`src/rtl/dsd_scan_ctrl_if.sv`:
```
// Bundle between a digit-writing host and the seven-segment scan controller.
// No valid/ready here: wr_en and commit are single-cycle strobes sampled on every rising clock edge.
interface dsd_scan_ctrl_if;
  logic       wr_en;
  logic [2:0] wr_addr;
  logic [3:0] wr_data;
  logic       wr_blank;
  logic       commit;
  logic [3:0] num;
  logic [2:0] sel;
  logic       active;
  logic       commit_pending;
  logic       frame_done;
  logic       dbg_state;

  modport master (
    output wr_en, wr_addr, wr_data, wr_blank, commit,
    input  num, sel, active, commit_pending, frame_done, dbg_state
  );

  modport slave (
    input  wr_en, wr_addr, wr_data, wr_blank, commit,
    output num, sel, active, commit_pending, frame_done, dbg_state
  );
endinterface

```
`src/rtl/dsd_scan_ctrl.sv`:
```
// Eight-digit seven-segment scan controller with a double-buffered digit bank
// that is swapped only at frame boundaries, plus blank gaps between digits.
module dsd_scan_ctrl #(
  parameter int DWELL = 100000,
  parameter int BLANK = 1000
) (
  input logic            clk,
  input logic            reset,
  dsd_scan_ctrl_if.slave bus
);
  localparam int MAXC = (DWELL > BLANK) ? DWELL : BLANK;
  localparam int CW   = $clog2(MAXC);

  typedef enum logic {S_BLANK = 1'b0, S_SHOW = 1'b1} state_t;

  state_t        r_state;
  logic [CW-1:0] r_cnt;
  logic [4:0]    r_shadow [8];
  logic [4:0]    r_disp   [8];
  logic [3:0]    r_num;
  logic [2:0]    r_sel;
  logic          r_active;
  logic          r_pending;
  logic          r_frame_done;

  logic w_blank_end;
  logic w_show_end;
  logic w_boundary;

  assign w_blank_end = (r_state == S_BLANK) && (r_cnt == CW'(BLANK - 1));
  assign w_show_end  = (r_state == S_SHOW)  && (r_cnt == CW'(DWELL - 1));
  assign w_boundary  = w_show_end && (r_sel == 3'd7);

  always_ff @(posedge clk or posedge reset) begin
    if (reset) begin
      r_state      <= S_BLANK;
      r_cnt        <= '0;
      r_num        <= 4'd0;
      r_sel        <= 3'd0;
      r_active     <= 1'b0;
      r_pending    <= 1'b0;
      r_frame_done <= 1'b0;
      for (int i = 0; i < 8; i++) begin
        r_shadow[i] <= 5'b1_0000;
        r_disp[i]   <= 5'b1_0000;
      end
    end else begin
      r_frame_done <= 1'b0;
      if (bus.wr_en)
        r_shadow[bus.wr_addr] <= {bus.wr_blank, bus.wr_data};
      if (bus.commit)
        r_pending <= 1'b1;

      case (r_state)
        S_BLANK: begin
          if (w_blank_end) begin
            r_state  <= S_SHOW;
            r_cnt    <= '0;
            r_num    <= r_disp[r_sel][3:0];
            r_active <= ~r_disp[r_sel][4];
          end else begin
            r_cnt <= r_cnt + CW'(1);
          end
        end
        S_SHOW: begin
          if (w_show_end) begin
            r_state  <= S_BLANK;
            r_cnt    <= '0;
            r_active <= 1'b0;
            r_sel    <= r_sel + 3'd1;
          end else begin
            r_cnt <= r_cnt + CW'(1);
          end
        end
        default: begin
          r_state <= S_BLANK;
          r_cnt   <= '0;
        end
      endcase

      // Nonblocking copy: a write landing in this same cycle stays in shadow only.
      if (w_boundary) begin
        r_frame_done <= 1'b1;
        if (r_pending || bus.commit) begin
          for (int i = 0; i < 8; i++)
            r_disp[i] <= r_shadow[i];
          r_pending <= 1'b0;
        end
      end
    end
  end

  assign bus.num            = r_num;
  assign bus.sel            = r_sel;
  assign bus.active         = r_active;
  assign bus.commit_pending = r_pending;
  assign bus.frame_done     = r_frame_done;
  assign bus.dbg_state      = r_state;
endmodule

```
`src/flat_wrapper.sv`:
```
// flat-port wrapper written by rule: the top's interface ports become plain ports
module dsd_scan_ctrl_flat 
#(
  parameter int DWELL = 100000,
  parameter int BLANK = 1000
)
  (clk, reset, bus_wr_en, bus_wr_addr, bus_wr_data, bus_wr_blank, bus_commit, bus_num, bus_sel, bus_active, bus_commit_pending, bus_frame_done, bus_dbg_state);
  dsd_scan_ctrl_if bus_i ();
  input logic clk;
  input logic reset;
  input wire logic [$bits(bus_i.wr_en)-1:0] bus_wr_en;
  input wire logic [$bits(bus_i.wr_addr)-1:0] bus_wr_addr;
  input wire logic [$bits(bus_i.wr_data)-1:0] bus_wr_data;
  input wire logic [$bits(bus_i.wr_blank)-1:0] bus_wr_blank;
  input wire logic [$bits(bus_i.commit)-1:0] bus_commit;
  output wire logic [$bits(bus_i.num)-1:0] bus_num;
  output wire logic [$bits(bus_i.sel)-1:0] bus_sel;
  output wire logic [$bits(bus_i.active)-1:0] bus_active;
  output wire logic [$bits(bus_i.commit_pending)-1:0] bus_commit_pending;
  output wire logic [$bits(bus_i.frame_done)-1:0] bus_frame_done;
  output wire logic [$bits(bus_i.dbg_state)-1:0] bus_dbg_state;
  assign bus_i.wr_en = bus_wr_en;
  assign bus_i.wr_addr = bus_wr_addr;
  assign bus_i.wr_data = bus_wr_data;
  assign bus_i.wr_blank = bus_wr_blank;
  assign bus_i.commit = bus_commit;
  assign bus_num = bus_i.num;
  assign bus_sel = bus_i.sel;
  assign bus_active = bus_i.active;
  assign bus_commit_pending = bus_i.commit_pending;
  assign bus_frame_done = bus_i.frame_done;
  assign bus_dbg_state = bus_i.dbg_state;
  dsd_scan_ctrl #(.DWELL(DWELL), .BLANK(BLANK)) u_core (.clk(clk), .reset(reset), .bus(bus_i));
endmodule
```
`config.mk`:
```
export PLATFORM = sky130hd
export DESIGN_NAME = dsd_scan_ctrl_flat
export DESIGN_NICKNAME = d
export VERILOG_FILES = /design/src/rtl/dsd_scan_ctrl_if.sv /design/src/rtl/dsd_scan_ctrl.sv /design/src/flat_wrapper.sv
export SDC_FILE = /design/constraint.sdc
export NUM_CORES = 1
export LEC_CHECK = 0
export ABC_AREA = 1
export BUFFER_PORTS_ARGS = -buffer_cell sky130_fd_sc_hd__buf_4
export CAP_MARGIN = 20
export CORE_MARGIN = 8
export CORE_UTILIZATION = 55
export CTS_CLUSTER_SIZE = 25
export DETAILED_ROUTE_END_ITERATION = 12
export GPL_TIMING_DRIVEN = 0
export PLACE_DENSITY = 0.73
export SYNTH_ARGS = -nofsm -noshare
export SYNTH_HDL_FRONTEND = slang
export SYNTH_SLANG_ARGS = --single-unit
```
`constraint.sdc`:
```
create_clock -name clk -period 3.7 [get_ports clk]
set_input_delay 1.11 -clock clk [delete_from_list [all_inputs] [get_ports clk]]
set_output_delay 1.11 -clock clk [all_outputs]
set_load 0.02 [all_outputs]
```
======== After elaboration in Yosys (flattened, before gate mapping) ========
Index checks and enable logic that the tools add are counted.
storage, ports and cells
  flip-flop bits (word level) ............. 108
  input port bits ......................... 12
  output and inout bits ................... 11
  word-level logic and storage cells ...... 65
operators by class
  add/subtract/negate cells ............... 2
  magnitude comparators ................... 3
  equal/unequal tests ..................... 5
  mux-type cells .......................... 19
  bitwise logic cells ..................... 4
  reductions and logical operators ........ 9
operators by type and width
  kind                                                                           number
  40-bit bitwise mux                                                             1
  17-bit two-way mux                                                             2
  17-bit case mux with 2 select lines                                            1
  17-bit by 1-bit adder with 17-bit output (second input constant)               1
  17-bit by 10-bit equality test with 1-bit output (second input constant)       1
  17-bit equality test (second input constant)                                   1
  5-bit binary-select mux with 3-bit select                                      1
  5-bit demux with 3-bit select                                                  1
  5-bit two-way mux                                                              3
  4-bit >= comparator (second input constant)                                    2
  1-bit two-way mux                                                              8
  3-bit NOT with 4-bit output                                                    2
  2-bit AND reduction                                                            4
  1-bit logical AND                                                              4
  4-bit by 1-bit less-than comparator with 1-bit output (second input constant)  1
  1-bit case mux with 2 select lines                                             2
  3-bit by 1-bit adder with 3-bit output (second input constant)                 1
  3-bit equality test (second input constant)                                    1
  2-bit by 1-bit != test with 1-bit output (second input constant)               1
  2-bit != test (second input constant)                                          1
  1-bit NOT                                                                      2
  1-bit logical OR                                                               1

======== Logic depth before layout (Yosys ltp) ========
Gate-level depths: netlist of run 1.
  depth in word-level cells ............... 7
  depth in mapped cells ................... 9
  mapped depth without buffers ............ 9

======== Worst setup path after synthesis of run 1 ========
No wires, ideal clock.
  kind .................................... input -> register
  start ................................... input bus_commit
  end ..................................... register u_core.r_disp[0] (netlist name)
  setup time .............................. 0.066 ns
  arrival ................................. 1.912 ns
  data required time ...................... 3.634 ns
  path slack .............................. 1.722 ns
  stages on the path ...................... 6
  buffers on the path ..................... 2
  path through ............................ or2_2 clkbuf_1 nand4_2 buf_2 nand2_1 nand2_1
between the ends
  word-level cells in the longest chain between the ends .. 2
ends and longest elaborated chain
  element                         line                 text
  start: declaration              flat_wrapper.sv:15   input wire logic [$bits(bus_i.commit)-1:0] bus_commit;
  1-bit logical OR                dsd_scan_ctrl.sv:84  if (r_pending || bus.commit) begin
  2-bit AND reduction (no line)   -
  end signal: indexed assignment  dsd_scan_ctrl.sv:86  r_disp[i] <= r_shadow[i];
  end: declaration                dsd_scan_ctrl.sv:19  logic [4:0] r_disp [8];
Every way passes these cells.
A chain may end at the register's enable or synchronous reset.

======== Worst setup path after layout of run 1 ========
  start ................................... register u_core.r_sel[1], in the netlist u_core.bus.sel[1]
  end ..................................... output bus_sel[1]
RTL lines
  element                   line                 text
  start: declaration        dsd_scan_ctrl.sv:21  logic [2:0] r_sel;
  start signal: assignment  dsd_scan_ctrl.sv:70  r_sel <= r_sel + 3'd1;
  end: declaration          flat_wrapper.sv:17   output wire logic [$bits(bus_i.sel)-1:0] bus_sel;
No word-level cell between the ends.

==> results of run 1 <==
[cells in the final DEF (no fill, tap or decap)]
cell and count:
clkinvlp_4 3, dfstp_2 16, nand3_1 24, inv_6 1, buf_2 16, ha_1 3, buf_8 3, clkinv_2 1
buf_12 2, inv_2 4, nor2_2 2, nand4_1 43, a21oi_1 8, clkinv_4 1, o21ai_0 56, clkbuf_1 5
clkinv_1 1, nor2_1 79, nor3_1 5, nor3_2 1, buf_4 22, buf_6 1, inv_1 36, nand4_2 1
xnor2_1 1, nand2_1 173, nand2_2 2, xor2_1 9, clkbuf_8 9, inv_8 2, dfrtp_1 92, or2_2 1
nand3_2 1, o211ai_1 4
[logic make-up after synthesis]
| group | Yosys count | synth area share [%] |
|---|---|---|
| xor gates and xnor gates | 10 | 1.775 |
| adders and majority gates | 3 | 0.7607 |
| buffers and inverters | 67 | 6.339 |
| DFF | 108 | 55.17 |
| and+or+nand+nor | 332 | 28.85 |
| AOI/OAI and AO/OA | 68 | 7.099 |
[metal layers]
metal  track usage (%)  wire (µm)  part of all wire (%)  vias to the layer above
li1                  -          -                     -                     1987
met3             3.950        424                   3.9                       18
met5                 0          0                     0                        -
met4             6.126        206                   1.9                        0
met2             28.82       4985                    46                       82
met1             24.07       5268                    48                     1810
[how the worst max path moves through the flow]
stage	start	endpoint	slack, ns	depth (start not counted)
floorplan	reset	u_core.bus.active	1.30	1
CTS	u_core.bus.sel[1]	bus_sel[1]	1.48	1
global placement	reset	u_core.r_disp[13]	0.65	2
global route	u_core.bus.sel[1]	bus_sel[1]	1.44	1
detailed placement	bus_commit	u_core.r_disp[0]	1.36	7
finish	u_core.bus.sel[1]	bus_sel[1]	1.49	1
[report_power, final]
group	leakage, µW	switching (µW)	internal, µW	total (µW)
clock	0.0000897	430	257	687
sequential	0.00138	54.5	1280	1330
combinational	0.00130	74.9	48.1	123
total	0.00277	559	1580	2140
[flip-flops by register name, summed over array words and instances (netlist names)]
name,cells
u_core.bus.frame_done,1
u_core.bus.num,4
u_core.bus.dbg_state,1
u_core.bus.sel,3
u_core.bus.active,1
u_core.r_shadow,40
u_core.r_cnt,17
u_core.r_disp,40
u_core.bus.commit_pending,1
[cells in the mapped netlist]
cell / n / area [µm²]
a21oi_1: 8 / 40.04
o211ai_1: 4 / 30.03
nand4_2: 1 / 12.51
buf_8: 3 / 45.04
nor2_1: 79 / 296.5
nand2_1: 173 / 649.4
nand2_2: 2 / 12.51
xor2_1: 9 / 78.83
xnor2_1: 1 / 8.760
inv_2: 4 / 15.01
ha_1: 3 / 37.54
nor3_1: 5 / 25.02
o21ai_0: 56 / 280.3
buf_6: 1 / 11.26
nor3_2: 1 / 10.01
nand3_1: 24 / 120.1
or2_2: 1 / 6.260
inv_1: 37 / 138.9
buf_2: 16 / 80.08
dfrtp_1: 92 / 2302
nor2_2: 2 / 12.51
nand3_2: 1 / 10.01
dfstp_2: 16 / 420.4
clkbuf_1: 5 / 18.77
nand4_1: 43 / 269.0
clkinv_1: 1 / 3.750
[final cells by class]
type	count	area share, %
Sequential cell	108	49.84
Clock inverter	7	1.099
Buffer	25	2.840
Inverter	42	2.955
Timing Repair Buffer	24	3.756
Tap cell	108	2.474
Clock buffer	9	2.268
Multi-Input combinational cell	413	34.77
[per-stage QoR]
step           cells  power (µW)  area (µm²)  hold WS, ns  setup WS, ns
5_1_grt          736        2225        5463       0.4823         1.438
3_3_place_gp     718        1460        5239       0.4443        0.6524
3_5_place_dp     720        1475        5279       0.4551         1.358
4_1_cts          736        2153        5463       0.4720         1.476
6_report         736        2139        5463       0.4726         1.486
2_1_floorplan    588        1418        4938       0.4322         1.302
==> impl_metrics.env, run 1 <==
export IMPL_p_leak_uw=0.002773
export IMPL_synth_warnings=0
export IMPL_first_iter_violations=228
export IMPL_r2r_start="u_core.bus.sel[1]"
export IMPL_crit_required_ns=2.59
export IMPL_avgSynthCellArea_um2=8.392
export IMPL_overflow=0
export IMPL_min_path_cells=1
export IMPL_coreArea_um2=8721
export IMPL_clockBufferDepth=2
export IMPL_fmax_mhz=451.7
export IMPL_avgViaCountPerCell=5.295
export IMPL_dieArea_um2=12260
export IMPL_ctsHoldBuffers=0
export IMPL_drc=0
export IMPL_final_nets=638
export IMPL_rsz0062_at_grt="no"
export IMPL_multi_input_area_um2=1899
export IMPL_maxCapViolCount=0
export IMPL_syn_to_final_growth_pct=10.70
export IMPL_portBuffers=22
export IMPL_arrival_ns=1.10
export IMPL_yosysSeqAreaShare_pct=55.17
export IMPL_cp_top_family="flip-flops"
export IMPL_syn_num_nets=603
export IMPL_finalSetupViolations=0
export IMPL_startpoint_type="flip-flop"
export IMPL_hold_path_class="flip-flop to flip-flop"
export IMPL_synth_cell_area_um2=4935
export IMPL_cts_setup_buffers=0
export IMPL_hold_violations=0
export IMPL_grt_pass1_wl_um=18520
export IMPL_grt_usage_pct=18.17
export IMPL_power_density_nw_per_um2=391.6
export IMPL_ys_ff_latch=108
export IMPL_cts_repair_resized=0
export IMPL_synth_cell_types=26
export IMPL_h_tree_depth=3
export IMPL_die_w_um=110.7
export IMPL_crit_path_max_fanout=8
export IMPL_fill_cells=768
export IMPL_max_stage_delay_ns=0.53
export IMPL_initial_core_util_pct=56.59
export IMPL_rr_worst_depth=7
export IMPL_gp_congestion=0.9133
export IMPL_worst_ir_drop_vdd_mv=0.2004
export IMPL_synthCells=588
export IMPL_slew_headroom_pct=49.67
export IMPL_finalClockSkew_ns=0.007890
export IMPL_clkTransAtPathRegs_ns=0.10
export IMPL_fin_util_pct=62.64
export IMPL_cp_end_kind="primary output"
export IMPL_cts_root_buf="clkbuf_8"
export IMPL_insertion_delay_ns=0.37
export IMPL_wl_per_cell_um=14.79
export IMPL_path_class="flip-flop to primary output"
export IMPL_hpwl_um=8159
export IMPL_grt_max_degree=45
export IMPL_final_min_clock_period_ns=2.214
export IMPL_first_pass_iters=5
export IMPL_seqCellArea_um2=2723
export IMPL_worstMarginPinSlew_ns=0.7533
export IMPL_antenna_found_initial=0
export IMPL_die_y_um=110.7
export IMPL_diodes=0
export IMPL_hold_path_endpoint="u_core.r_cnt[0]"
export IMPL_clock_sinks=108
export IMPL_drv_slew=0
export IMPL_via_count=3897
export IMPL_cp_slowest_cell="dfrtp_1"
export IMPL_min_from="u_core.r_cnt[0]"
export IMPL_io_pins=23
export IMPL_layout_drive_gt1_share_pct=14.17
export IMPL_cp_num_buf_inv=1
export IMPL_cts_buffers=9
export IMPL_r2r_setup_slack_ns=1.83
export IMPL_crit_chain="buf_4"
export IMPL_final_antenna_net_count=0
export IMPL_wl_um=10880
export IMPL_finalSetupTns_ns=0
export IMPL_cts_tree="built"
export IMPL_row_count=34
export IMPL_grt_pass1_vias=3863
export IMPL_r2r_end="u_core.r_disp[22]"
export IMPL_outcome="finished clean"
export IMPL_period_share_pct=59.84
Power figures use the tool's default switching activity.
==> run 2: changes to the inputs <==
clock period = 1.95 ns   (was 3.7 ns; I/O delays follow)
==> run 2 against run 1 <==
Effect of this change: critical path depth grew 5; combinational power grew 90%; via count grew 0.13%; count of clock-buffer cells in the layout is the same; largest cell class unchanged.
==> impl_metrics.env, run 2 (synthesized netlist as in run 1, its figures left out) <==
export IMPL_ctsHoldBuffers=0
export IMPL_portBuffers=22
export IMPL_cts_setup_buffers=0
export IMPL_hold_path_class="primary input to asynchronous set/reset pin"
export IMPL_crit_path_max_fanout=10
export IMPL_antenna_found_initial=0
export IMPL_r2r_setup_slack_ns=0.20
export IMPL_crit_path_start="u_core.bus.sel[1]"
export IMPL_via_count=3902
export IMPL_mostFrequentLayoutCells="nand2_1, dfrtp_1, nor2_1, o21ai_0, nand4_1"
export IMPL_p_leak_uw=0.002772
export IMPL_power_density_nw_per_um2=744.7
export IMPL_r2r_start="u_core.bus.sel[1]"
export IMPL_finalSetupViolations=0
export IMPL_slew_headroom_pct=49.58
export IMPL_grt_max_degree=45
export IMPL_first_pass_iters=5
export IMPL_clockBufferDepth=2
export IMPL_final_nets=637
export IMPL_max_stage_delay_ns=0.53
export IMPL_dieArea_um2=12260
export IMPL_layout_commonest_cell="nand2_1"
export IMPL_r2r_end="u_core.r_disp[22]"
export IMPL_hold_violations=0
export IMPL_crit_chain="ha_1 > ha_1 > nand4_2 > buf_2 > nand2_1 > nand2_1"
export IMPL_cts_root_buf="clkbuf_8"
export IMPL_diodes=0
export IMPL_crit_required_ns=2.22
export IMPL_insertion_delay_ns=0.37
export IMPL_syn_to_final_growth_pct=10.62
export IMPL_grt_use_met3_pct=3.950
export IMPL_busiest_layer="met2"
export IMPL_first_iter_violations=207
export IMPL_cts_buffers=9
export IMPL_crit_end="u_core.r_disp[22]"
export IMPL_avgViaCountPerCell=5.309
export IMPL_top_regs="u_core.r_disp x40, u_core.r_shadow x40, u_core.r_cnt x17"
export IMPL_hpwl_um=8159
export IMPL_final_min_clock_period_ns=1.748
export IMPL_grt_usage_pct=18.17
export IMPL_wl_um=10910
export IMPL_wl_per_cell_um=14.84
export IMPL_layout_drive_gt1_share_pct=14.19
export IMPL_io_pins=23
export IMPL_finalSetupTns_ns=0
export IMPL_grt_use_met2_pct=28.82
export IMPL_coreArea_um2=8721
export IMPL_initial_core_util_pct=56.59
export IMPL_cts_repair_resized=0
export IMPL_gp_congestion=0.9133
export IMPL_die_y_um=110.7
export IMPL_maxCapViolCount=0
export IMPL_cts_tree="built"
export IMPL_holdWs_ns=0.3322
export IMPL_overflow=0
export IMPL_worstMarginPinSlew_ns=0.7546
export IMPL_worst_ir_drop_vdd_mv=0.3807
export IMPL_period_share_pct=89.63
export IMPL_startpoint_type="flip-flop"
export IMPL_drc=0
export IMPL_outcome="finished clean"
export IMPL_fmax_mhz=572.1
export IMPL_path_class="flip-flop to flip-flop"
export IMPL_die_w_um=110.7
export IMPL_final_antenna_net_count=0
export IMPL_arrival_ns=2.01
export IMPL_cp_num_buf_inv=1
export IMPL_use_met1_pct=24.07
export IMPL_cp_slowest_cell="dfrtp_1"
export IMPL_rsz0062_at_grt="no"
export IMPL_cp_top_family="adder cells"
export IMPL_clkTransAtPathRegs_ns=0.11
export IMPL_path_depth=6
export IMPL_clock_sinks=108
export IMPL_row_count=34
export IMPL_h_tree_depth=3
export IMPL_grt_pass1_vias=3863
export IMPL_finalClockSkew_ns=0.009214
export IMPL_grt_pass1_wl_um=18520
export IMPL_drv_slew=0
export IMPL_cp_end_kind="flip-flop"
export IMPL_rr_worst_depth=6
-- run 2: cell types whose count changed in the layout (fill, tap and decap cells not counted), sizes merged --
cell    change
clkbuf      -1
-- run 2: how the worst min path moves through the flow --
stage / startpoint / to / slack, ns / depth (start not counted)
2_1_floorplan: u_core.r_cnt[0] / u_core.r_cnt[0] / 0.43 / 1
3_3_place_gp: u_core.r_cnt[0] / u_core.r_cnt[0] / 0.44 / 1
3_5_place_dp: u_core.r_disp[21] / u_core.r_disp[21] / 0.46 / 2
4_1_cts: reset / u_core.r_shadow[30] / 0.34 / 2
5_1_grt: reset / u_core.r_shadow[38] / 0.37 / 2
6_report: reset / u_core.r_shadow[30] / 0.33 / 2
-- run 2: area by class of cell --
class	count	area, µm²
Clock inverter	7	60.06
Sequential cell	108	2723
Fill cell	768	3262
Multi-Input combinational cell	413	1899
Tap cell	108	135.1
Buffer	24	151.4
Timing Repair Buffer	24	205.2
Inverter	42	161.4
Clock buffer	9	123.9
-- run 2: per-layer routing --
layer	share of wire, %	wire, µm	up-vias
met3	3.8	412	19
met4	2.0	218	0
met2	45	4940	79
met1	49	5334	1820
met5	0	0	-
li1	-	-	1984
-- run 2: power breakdown --
part | switching [µW] | internal (µW) | total, µW
clock | 821 | 488 | 1310
combinational | 142 | 91.2 | 234
sequential | 104 | 2420 | 2520
total | 1070 | 3000 | 4070
-- run 2: per-stage QoR --
stage | area [µm²] | power, µW | setup WS, ns | std cells | utilization, %
after floorplan | 4938 | 2690 | 0.07656 | 588 | -
after global placement | 5239 | 2771 | -0.5726 | 718 | 60.07
after detailed placement | 5279 | 2798 | 0.1079 | 720 | 60.53
after CTS | 5463 | 4084 | 0.07413 | 736 | 62.64
after global routing | 5459 | 4223 | 0.06144 | 735 | 62.60
final | 5459 | 4066 | 0.2022 | 735 | 62.60
